--- src/rtl/dmem_pkg.sv ---
// Shared types for the data-memory DRAM port model.
// Latency: n/a (types, constants and helpers only).
// Backpressure: n/a.
package dmem_pkg;

    // Core ID tag carried with every request.
    localparam int TAG_W = 3;

    // Widest WIDTH the request struct can carry. Narrower ports zero-extend.
    localparam int REQ_W = 32;

    typedef enum logic [0:0] {
        ST_RUN     = 1'b0,
        ST_REFRESH = 1'b1
    } state_t;

    typedef struct packed {
        logic [REQ_W-1:0] addr;
        logic [REQ_W-1:0] data;
        logic             rd;
        logic             wr;
        logic [TAG_W-1:0] tag;
    } req_t;

    // Bits needed for a counter or index covering 0..n-1 (at least 1).
    function automatic int cnt_w(input int n);
        return (n > 2) ? $clog2(n) : 1;
    endfunction

endpackage

--- src/rtl/dmem_rd_pipe.sv ---
// Read-return delay line of {valid, tag, data}, RD_LAT register stages.
// Latency: RD_LAT cycles from req_vld to rsp_vld.
// Backpressure: none; free-running, entries drain regardless of downstream.
//
// Ports: Clk, rst_n (async active-low); req_vld/req_tag/req_dat enter stage 0;
//        rsp_vld/rsp_tag/rsp_dat leave the last stage.
module dmem_rd_pipe
    import dmem_pkg::*;
#(
    parameter int WIDTH  = 8,
    parameter int RD_LAT = 2
) (
    input  logic             Clk,
    input  logic             rst_n,
    input  logic             req_vld,
    input  logic [TAG_W-1:0] req_tag,
    input  logic [WIDTH-1:0] req_dat,
    output logic             rsp_vld,
    output logic [TAG_W-1:0] rsp_tag,
    output logic [WIDTH-1:0] rsp_dat
);

    logic [RD_LAT-1:0] vld_q;
    logic [TAG_W-1:0]  tag_q [RD_LAT];
    logic [WIDTH-1:0]  dat_q [RD_LAT];

    // Tag/data of a stage only move when the stage feeding it is valid, so the
    // last stage (and hence MEM/mem_tag) holds the last returned read.
    always_ff @(posedge Clk or negedge rst_n) begin
        if (!rst_n) begin
            vld_q <= '0;
            for (int i = 0; i < RD_LAT; i++) begin
                tag_q[i] <= '0;
                dat_q[i] <= '0;
            end
        end else begin
            vld_q[0] <= req_vld;
            if (req_vld) begin
                tag_q[0] <= req_tag;
                dat_q[0] <= req_dat;
            end
            for (int i = 1; i < RD_LAT; i++) begin
                vld_q[i] <= vld_q[i-1];
                if (vld_q[i-1]) begin
                    tag_q[i] <= tag_q[i-1];
                    dat_q[i] <= dat_q[i-1];
                end
            end
        end
    end

    assign rsp_vld = vld_q[RD_LAT-1];
    assign rsp_tag = tag_q[RD_LAT-1];
    assign rsp_dat = dat_q[RD_LAT-1];

endmodule

--- src/rtl/dmem_dram_port.sv ---
// Single-port DRAM model behind the data-memory controller, with periodic refresh.
// Latency: reads return RD_LAT cycles after accept; wr_done pulses 1 cycle after accept.
// Backpressure: mem_ready drops for REF_CYC cycles every REFRESH_INT cycles; requester holds.
//
// Ports: Clk, rst_n (async active-low); request Addrs/DR/mread_en/mwrite_en/coreID;
//        mem_ready; read return MEM/mem_valid/mem_tag; write ack wr_done/wr_tag;
//        err (sticky, both enables seen on an accepted request).
module dmem_dram_port
    import dmem_pkg::*;
#(
    parameter int WIDTH       = 8,
    parameter int DEPTH       = 256,
    parameter int RD_LAT      = 2,
    parameter int REFRESH_INT = 64,
    parameter int REF_CYC     = 2
) (
    input  logic             Clk,
    input  logic             rst_n,
    input  logic [WIDTH-1:0] Addrs,
    input  logic [WIDTH-1:0] DR,
    input  logic             mread_en,
    input  logic             mwrite_en,
    input  logic [TAG_W-1:0] coreID,
    output logic             mem_ready,
    output logic [WIDTH-1:0] MEM,
    output logic             mem_valid,
    output logic [TAG_W-1:0] mem_tag,
    output logic             wr_done,
    output logic [TAG_W-1:0] wr_tag,
    output logic             err
);

    localparam int AW   = cnt_w(DEPTH);
    localparam int RC_W = cnt_w(REFRESH_INT);
    localparam int BC_W = cnt_w(REF_CYC);

    // ------------------------------------------------------------------
    // Request decode
    // ------------------------------------------------------------------
    req_t             req;
    logic             accept;
    logic             do_wr;
    logic             do_rd;
    logic [AW-1:0]    idx;
    logic [WIDTH-1:0] rd_dat;
    logic             unused_pad;

    always_comb begin
        req      = '0;
        req.addr = REQ_W'(Addrs);
        req.data = REQ_W'(DR);
        req.rd   = mread_en;
        req.wr   = mwrite_en;
        req.tag  = coreID;
    end

    // Upper data bits are zero padding from the fixed-width struct.
    assign unused_pad = ^req.data;

    assign accept = (req.rd | req.wr) & mem_ready;
    // A request with both enables is treated as a write; the read is dropped.
    assign do_wr  = accept & req.wr;
    assign do_rd  = accept & req.rd & ~req.wr;

    // Out-of-range addresses alias modulo DEPTH.
    assign idx = AW'(req.addr % REQ_W'(DEPTH));

    // ------------------------------------------------------------------
    // Storage array: no reset, contents survive rst_n.
    // ------------------------------------------------------------------
    logic [WIDTH-1:0] mem_arr [DEPTH];

    always_ff @(posedge Clk) begin
        if (do_wr) begin
            mem_arr[idx] <= WIDTH'(req.data);
        end
    end

    // Combinational read; only one request per cycle, so a read never
    // collides with a write in the same cycle.
    assign rd_dat = mem_arr[idx];

    dmem_rd_pipe #(
        .WIDTH  (WIDTH),
        .RD_LAT (RD_LAT)
    ) u_rd_pipe (
        .Clk     (Clk),
        .rst_n   (rst_n),
        .req_vld (do_rd),
        .req_tag (req.tag),
        .req_dat (rd_dat),
        .rsp_vld (mem_valid),
        .rsp_tag (mem_tag),
        .rsp_dat (MEM)
    );

    // ------------------------------------------------------------------
    // Refresh FSM
    // ------------------------------------------------------------------
    state_t            state;
    state_t            state_nxt;
    logic [RC_W-1:0]   ref_cnt;
    logic [RC_W-1:0]   ref_cnt_nxt;
    logic [BC_W-1:0]   busy_cnt;
    logic [BC_W-1:0]   busy_cnt_nxt;
    logic              ready_nxt;
    logic              ref_expire;
    logic              busy_done;

    // REFRESH_INT of zero disables refresh entirely.
    assign ref_expire = (REFRESH_INT != 0) && (ref_cnt == RC_W'(REFRESH_INT - 1));
    assign busy_done  = (busy_cnt == BC_W'(REF_CYC - 1));

    // State register; mem_ready is registered so it tracks the state exactly.
    always_ff @(posedge Clk or negedge rst_n) begin
        if (!rst_n) begin
            state     <= ST_RUN;
            ref_cnt   <= '0;
            busy_cnt  <= '0;
            mem_ready <= 1'b1;
        end else begin
            state     <= state_nxt;
            ref_cnt   <= ref_cnt_nxt;
            busy_cnt  <= busy_cnt_nxt;
            mem_ready <= ready_nxt;
        end
    end

    // Next-state logic
    always_comb begin
        state_nxt    = state;
        ref_cnt_nxt  = ref_cnt;
        busy_cnt_nxt = busy_cnt;
        case (state)
            ST_RUN: begin
                if (ref_expire) begin
                    state_nxt   = ST_REFRESH;
                    ref_cnt_nxt = '0;
                end else if (REFRESH_INT != 0) begin
                    ref_cnt_nxt = ref_cnt + RC_W'(1);
                end
            end
            ST_REFRESH: begin
                if (busy_done) begin
                    state_nxt    = ST_RUN;
                    busy_cnt_nxt = '0;
                end else begin
                    busy_cnt_nxt = busy_cnt + BC_W'(1);
                end
            end
        endcase
    end

    // Output logic: ready whenever the next state is RUN. A request on the
    // expiry cycle still sees mem_ready=1 and is accepted.
    always_comb begin
        ready_nxt = (state_nxt == ST_RUN);
    end

    // ------------------------------------------------------------------
    // Write acknowledge and sticky error
    // ------------------------------------------------------------------
    always_ff @(posedge Clk or negedge rst_n) begin
        if (!rst_n) begin
            wr_done <= 1'b0;
            wr_tag  <= '0;
            err     <= 1'b0;
        end else begin
            wr_done <= do_wr;
            if (do_wr) begin
                wr_tag <= req.tag;
            end
            if (accept && req.rd && req.wr) begin
                err <= 1'b1;
            end
        end
    end

endmodule

--- config.mk ---
export PLATFORM = sky130hd
export DESIGN_NAME = dmem_dram_port
export DESIGN_NICKNAME = d
export VERILOG_FILES = /design/src/rtl/dmem_pkg.sv /design/src/rtl/dmem_rd_pipe.sv /design/src/rtl/dmem_dram_port.sv
export SDC_FILE = /design/constraint.sdc
export NUM_CORES = 2
export LEC_CHECK = 0
export CAP_MARGIN = 30
export CORE_MARGIN = 5
export CORE_UTILIZATION = 60
export CTS_CLUSTER_DIAMETER = 150
export DETAILED_ROUTE_END_ITERATION = 12
export PLACE_DENSITY = 0.86
export SETUP_SLACK_MARGIN = 0.02
export SYNTH_ARGS = -nofsm -noshare
export SYNTH_HDL_FRONTEND = slang
export SYNTH_SLANG_ARGS = --single-unit
--- constraint.sdc ---
create_clock -name Clk -period 6.1 [get_ports Clk]
set_clock_uncertainty 0.15 [all_clocks]
set_input_delay 0.61 -clock Clk [delete_from_list [all_inputs] [get_ports Clk]]
set_output_delay 0.61 -clock Clk [all_outputs]
set_load 0.03 [all_outputs]
== Yosys cells after proc, flatten, opt, wreduce, memory -nomap -nowiden ==
Memories as Yosys holds them, arrays and structs flattened. A register that Yosys moved wholly into a read port is not among the register bits.
Index checks and enable logic that the tools add are counted.

* Memories: 1
* Input port bits: 23
* Word-level logic and storage cells: 33
* Flip-flop bits (word level): 30
* Output and inout port bits: 18
* RAM bits: 2,048

{| class="wikitable"
|+ Memories
! name !! words !! width !! rd ports !! clocked after Yosys merged registers in !! wr ports !! RTL line !! RTL
|-
| mem_arr || 256 || 8 || 1 || 1 || 1 || dmem_dram_port.sv:71 || <nowiki>logic [WIDTH-1:0] mem_arr [DEPTH];</nowiki>
|}

* Add/subtract/negate cells: 2
* Equality and inequality tests: 1
* Reductions and logical operators: 3
* Muxes and demuxes: 7
* Bitwise gates (word level): 8

{| class="wikitable"
|+ Operators by type and width
! kind !! number
|-
| adder 6 x 1 -> 6 bit (second input constant) || 1
|-
| == test 6 bit (second input constant) || 1
|-
| two-way mux 6 bit || 1
|-
| two-way mux 1 bit || 5
|-
| AND 1 bit || 4
|-
| NOT 1 bit || 3
|-
| logical AND 1 bit || 2
|-
| case mux 1 bit (2 select lines) || 1
|-
| adder 1 bit (second input constant) || 1
|-
| zero test 1 bit || 1
|-
| bitwise OR 1 bit || 1
|}

== Longest topological paths before layout ==
* Depth after elaboration: 5
* Mapped depth: 12
* Gate-level depth less buffers: 7

== Cells and area by module ==
Synthesis repeated with hierarchy kept, for this count alone.

* Cells, all modules: 3,619
* Area, all modules: 79,708.9 µm²

{| class="wikitable"
|+ By module, submodules not included
! module !! cells each !! times used !! area an instance (µm²)
|-
| dmem_dram_port || 3,560 || 1 || 78,680.5
|-
| dmem_rd_pipe || 59 || 1 || 1,028.5
|}

== Worst setup path before layout ==
No wires, ideal clock.

* Kind: input to register
* Start point: input Addrs[0]
* End point: memory mem_arr[222][0], enable pin
* Path buffers: 7
* Arrival: 2.856 ns
* Slack: 2.723 ns
* Library setup time: 0.371 ns
* Stages: 10
* Required time: 5.579 ns
* Cells stage by stage: buf_4 -> buf_4 -> buf_4 -> buf_4 -> buf_4 -> buf_4 -> nor3_1 -> nand3_1 -> buf_2 -> nor2_1

{| class="wikitable"
|+ RTL lines
! item !! RTL line !! RTL
|-
| start: declaration || dmem_dram_port.sv:19 || <nowiki>input logic [WIDTH-1:0] Addrs,</nowiki>
|-
| end: declaration || dmem_dram_port.sv:71 ||
|}

No word-level cell before the write port.

==> run summary <==
Reg2Reg Capture Point: mem_arr[160][3]
Worst hold slack: -0.004772 ns
Fmax: 0.2136 GHz
Syn_nets: 3888
Leak: 27.74 nW
Synth Area in Compound Gates: 0.02449
Vias in the first global route: 44260
Row cnt: 134
Worst EP required: 6.72 ns
Clk pwr share: 0.408
Largest family of logic cells by synthesized area: multiplexers
Share of cells above drive strength 1: 0.2148
Post-DR vias/cell: 7.505
Post-synthesis async set-or-reset flop share: 0.01822
Area Overhead vs Synth: 10.24%
Initial Util: 0.6049
Peak supply drop: 0.0003459 V
Cell taking the most area after synthesis: edfxtp_1
Die area: 142300 µm²
Root buf cell: clkbuf_16
Core Area: 133800 µm²
Wire per inst: 38.65 µm
Pwr Density: 329.3 nW/µm²
Post-synth top flop: edfxtp_1
Gr usage total: 0.3195
Yosys warnings: 0
Worst-case reg-to-reg path depth: 5
CTS tree: built
Min cycle time layout: 4.682 ns
First-pass GRT wire length: 322800 µm
Post-synth cell types: 62
I/O pins: 41
IO buf count: 40
Clock sink count: 2086
Die Height: 377.3 µm
Final period util: 0.7676
Placed cells: 5512
Unrepaired setup endpoints after global routing: no
Number of post-CTS setup repair buffers: 0
Arr. time, crit path: 5.30 ns
Setup CP Type: primary input to flop
Commonest cells after routing, fill and taps aside: edfxtp_1, mux4_2, nor2_1, clkbuf_16, mux2i_1
Dominant cells by area after synthesis: edfxtp_1, mux4_2, mux2i_1, nor2_1, dfrtp_1
Status: finished with violations
Final RePlAce weighted congestion: 0.9171
DR iter-0 viols: 8648
Clock Tree Buf Depth: 3
Max-slew violation count: 0
Detailed-route DRC error count: 1
Routed WL: 227100 µm
FF-to-FF Start: mem_ready
Failing checks: DRC, hold timing
Placed Area: 83010 µm²
Die span in x: 377.3 µm
Final hold violation count: 1
Rel. slew slack: 0.1150
Post-synthesis mux area share: 0.1560
CTS resizes: 0
Net Sw Frac: 0.2223
Setup ws final: 1.418 ns
GRT overflow: 0
Fillcell total: 7447
Post-synth top area share: 0.7598
Post-layout net count: 3969
Post-route cell area: 89220 µm²
Worst Tran Pin Value: 1.328 ns
Pint: 22.85 mW
Crit end category: flop
Final setup viols: 0
Combinational power share: 0.054
Htree depth: 4
Sequential power share: 0.539
Final core utilization: 0.6669
Xor and xnor area share after synthesis: 0.0005411
Non-filler cells, final: 5875
Number of synthesized flops with an enable pin: 2048
Worst hold-check path type: primary input to asynchronous set/reset pin
Max-Cap Viols: 0
Vias after detailed routing: 44090
Dpl ws: 1.214 ns
Detailed Routing Iterations Pass 1: 12
Mean Syn Cell Area: 20.95 µm²
Final ANT Viol Nets: 0
P_sw: 6.531 mW
Final HPWL DP: 118500 µm
Post-synthesis simple-gate area fraction: 0.03098
Reg-to-reg slack, setup: 2.02 ns
Gate Count Post-Synth: 3864
Initial antenna violation count: 13
Worst-path clk slew: 0.07 ns
Total Power Consumption: 29.38 mW
Worst skew pair latency: 0.83 ns
Startpoint types: primary input
Largest net degree at the start of global routing: 193
Hold Buf Count CTS: 1
Seq/Total Area, Yosys: 0.7716
Setup_tns: 0 ns
CP Max Fanout: 20
#FFs+latches synth: 2086
Mapped Area: 80940 µm²
CTS Buf Count: 190
Most common cell after layout, fill and taps aside: edfxtp_1
Post-Synth Adder-Cell Area: 0.0001546
-- worst max path at each step --
stage,to,depth (start not counted),slack [ns],startpoint
floorplan,mem_arr[222][0],10,2.72,Addrs[0]
global placement,u_rd_pipe.dat_q[9],9,1.06,Addrs[2]
detailed placement,u_rd_pipe.dat_q[9],10,1.21,Addrs[2]
CTS,u_rd_pipe.dat_q[9],10,1.88,Addrs[2]
global route,u_rd_pipe.dat_q[9],10,1.61,Addrs[2]
finish,u_rd_pipe.dat_q[9],10,1.42,Addrs[2]
-- kinds of logic after synthesis --
family,after synthesis
flops,2086
mux,663
simple gates,585
compound gates,277
buf+inv,247
xor+xnor,5
fa+ha+maj,1
-- state kept, by name, indices dropped and copies added, names as in the netlist --
register and cells:
u_rd_pipe.dat_q 8, mem_arr 2048, err 1, ref_cnt 6, mem_ready 1, busy_cnt 1, wr_tag 3, u_rd_pipe.tag_q 3
u_rd_pipe.vld_q 2, u_rd_pipe.rsp_tag 3, state 1, u_rd_pipe.rsp_dat 8, wr_done 1
-- power by group through the flow --
stage                     registers (mW)  logic, mW  clock network [mW]
after detailed placement            16.1       1.45                   0
after global placement              16.1       1.39                   0
after global routing                15.8       1.60                12.6
final                               15.8       1.57                12.0
after floorplan                     16.1      0.839                   0
after CTS                           15.8       1.50                11.9
-- critical path: stages --
cell and delay, ns:
buf_2 0.66, buf_4 0.44, nand2_1 0.65, nor2_2 1.05
buf_8 0.26, a22oi_1 0.13, nand4_1 0.17, a211oi_1 0.12
nor3b_1 0.87, o32a_1 0.29
-- cell type report --
type,instances,area [µm²],area share
multi-input cells,1531,17200,0.1928
diodes,11,27.53,0.0003085
flip-flops and latches,2086,62450,0.7000
inverters,11,41.29,0.0004628
well taps,1768,2212,0.02479
clock inverters,115,1021,0.01144
repair buffers,125,1264,0.01416
clock buffers,228,5004,0.05608
-- synth_stat cells (37+ instances only) --
master and n:
a22oi_1 47, buf_4 69, edfxtp_1 2048, mux4_2 476, nor2_1 304, dfrtp_1 37, buf_2 57, nand3_1 50
mux2i_1 162, clkbuf_1 89, o22ai_1 51, nand2_1 132
-- per-layer routing --
metal,part of all wire,track usage
met1,0.31,0.4041
met4,0.074,0.1777
met5,0.00037,0.003032
met3,0.15,0.1021
met2,0.47,0.4987
No activity file was read; power rests on OpenSTA's default activity.
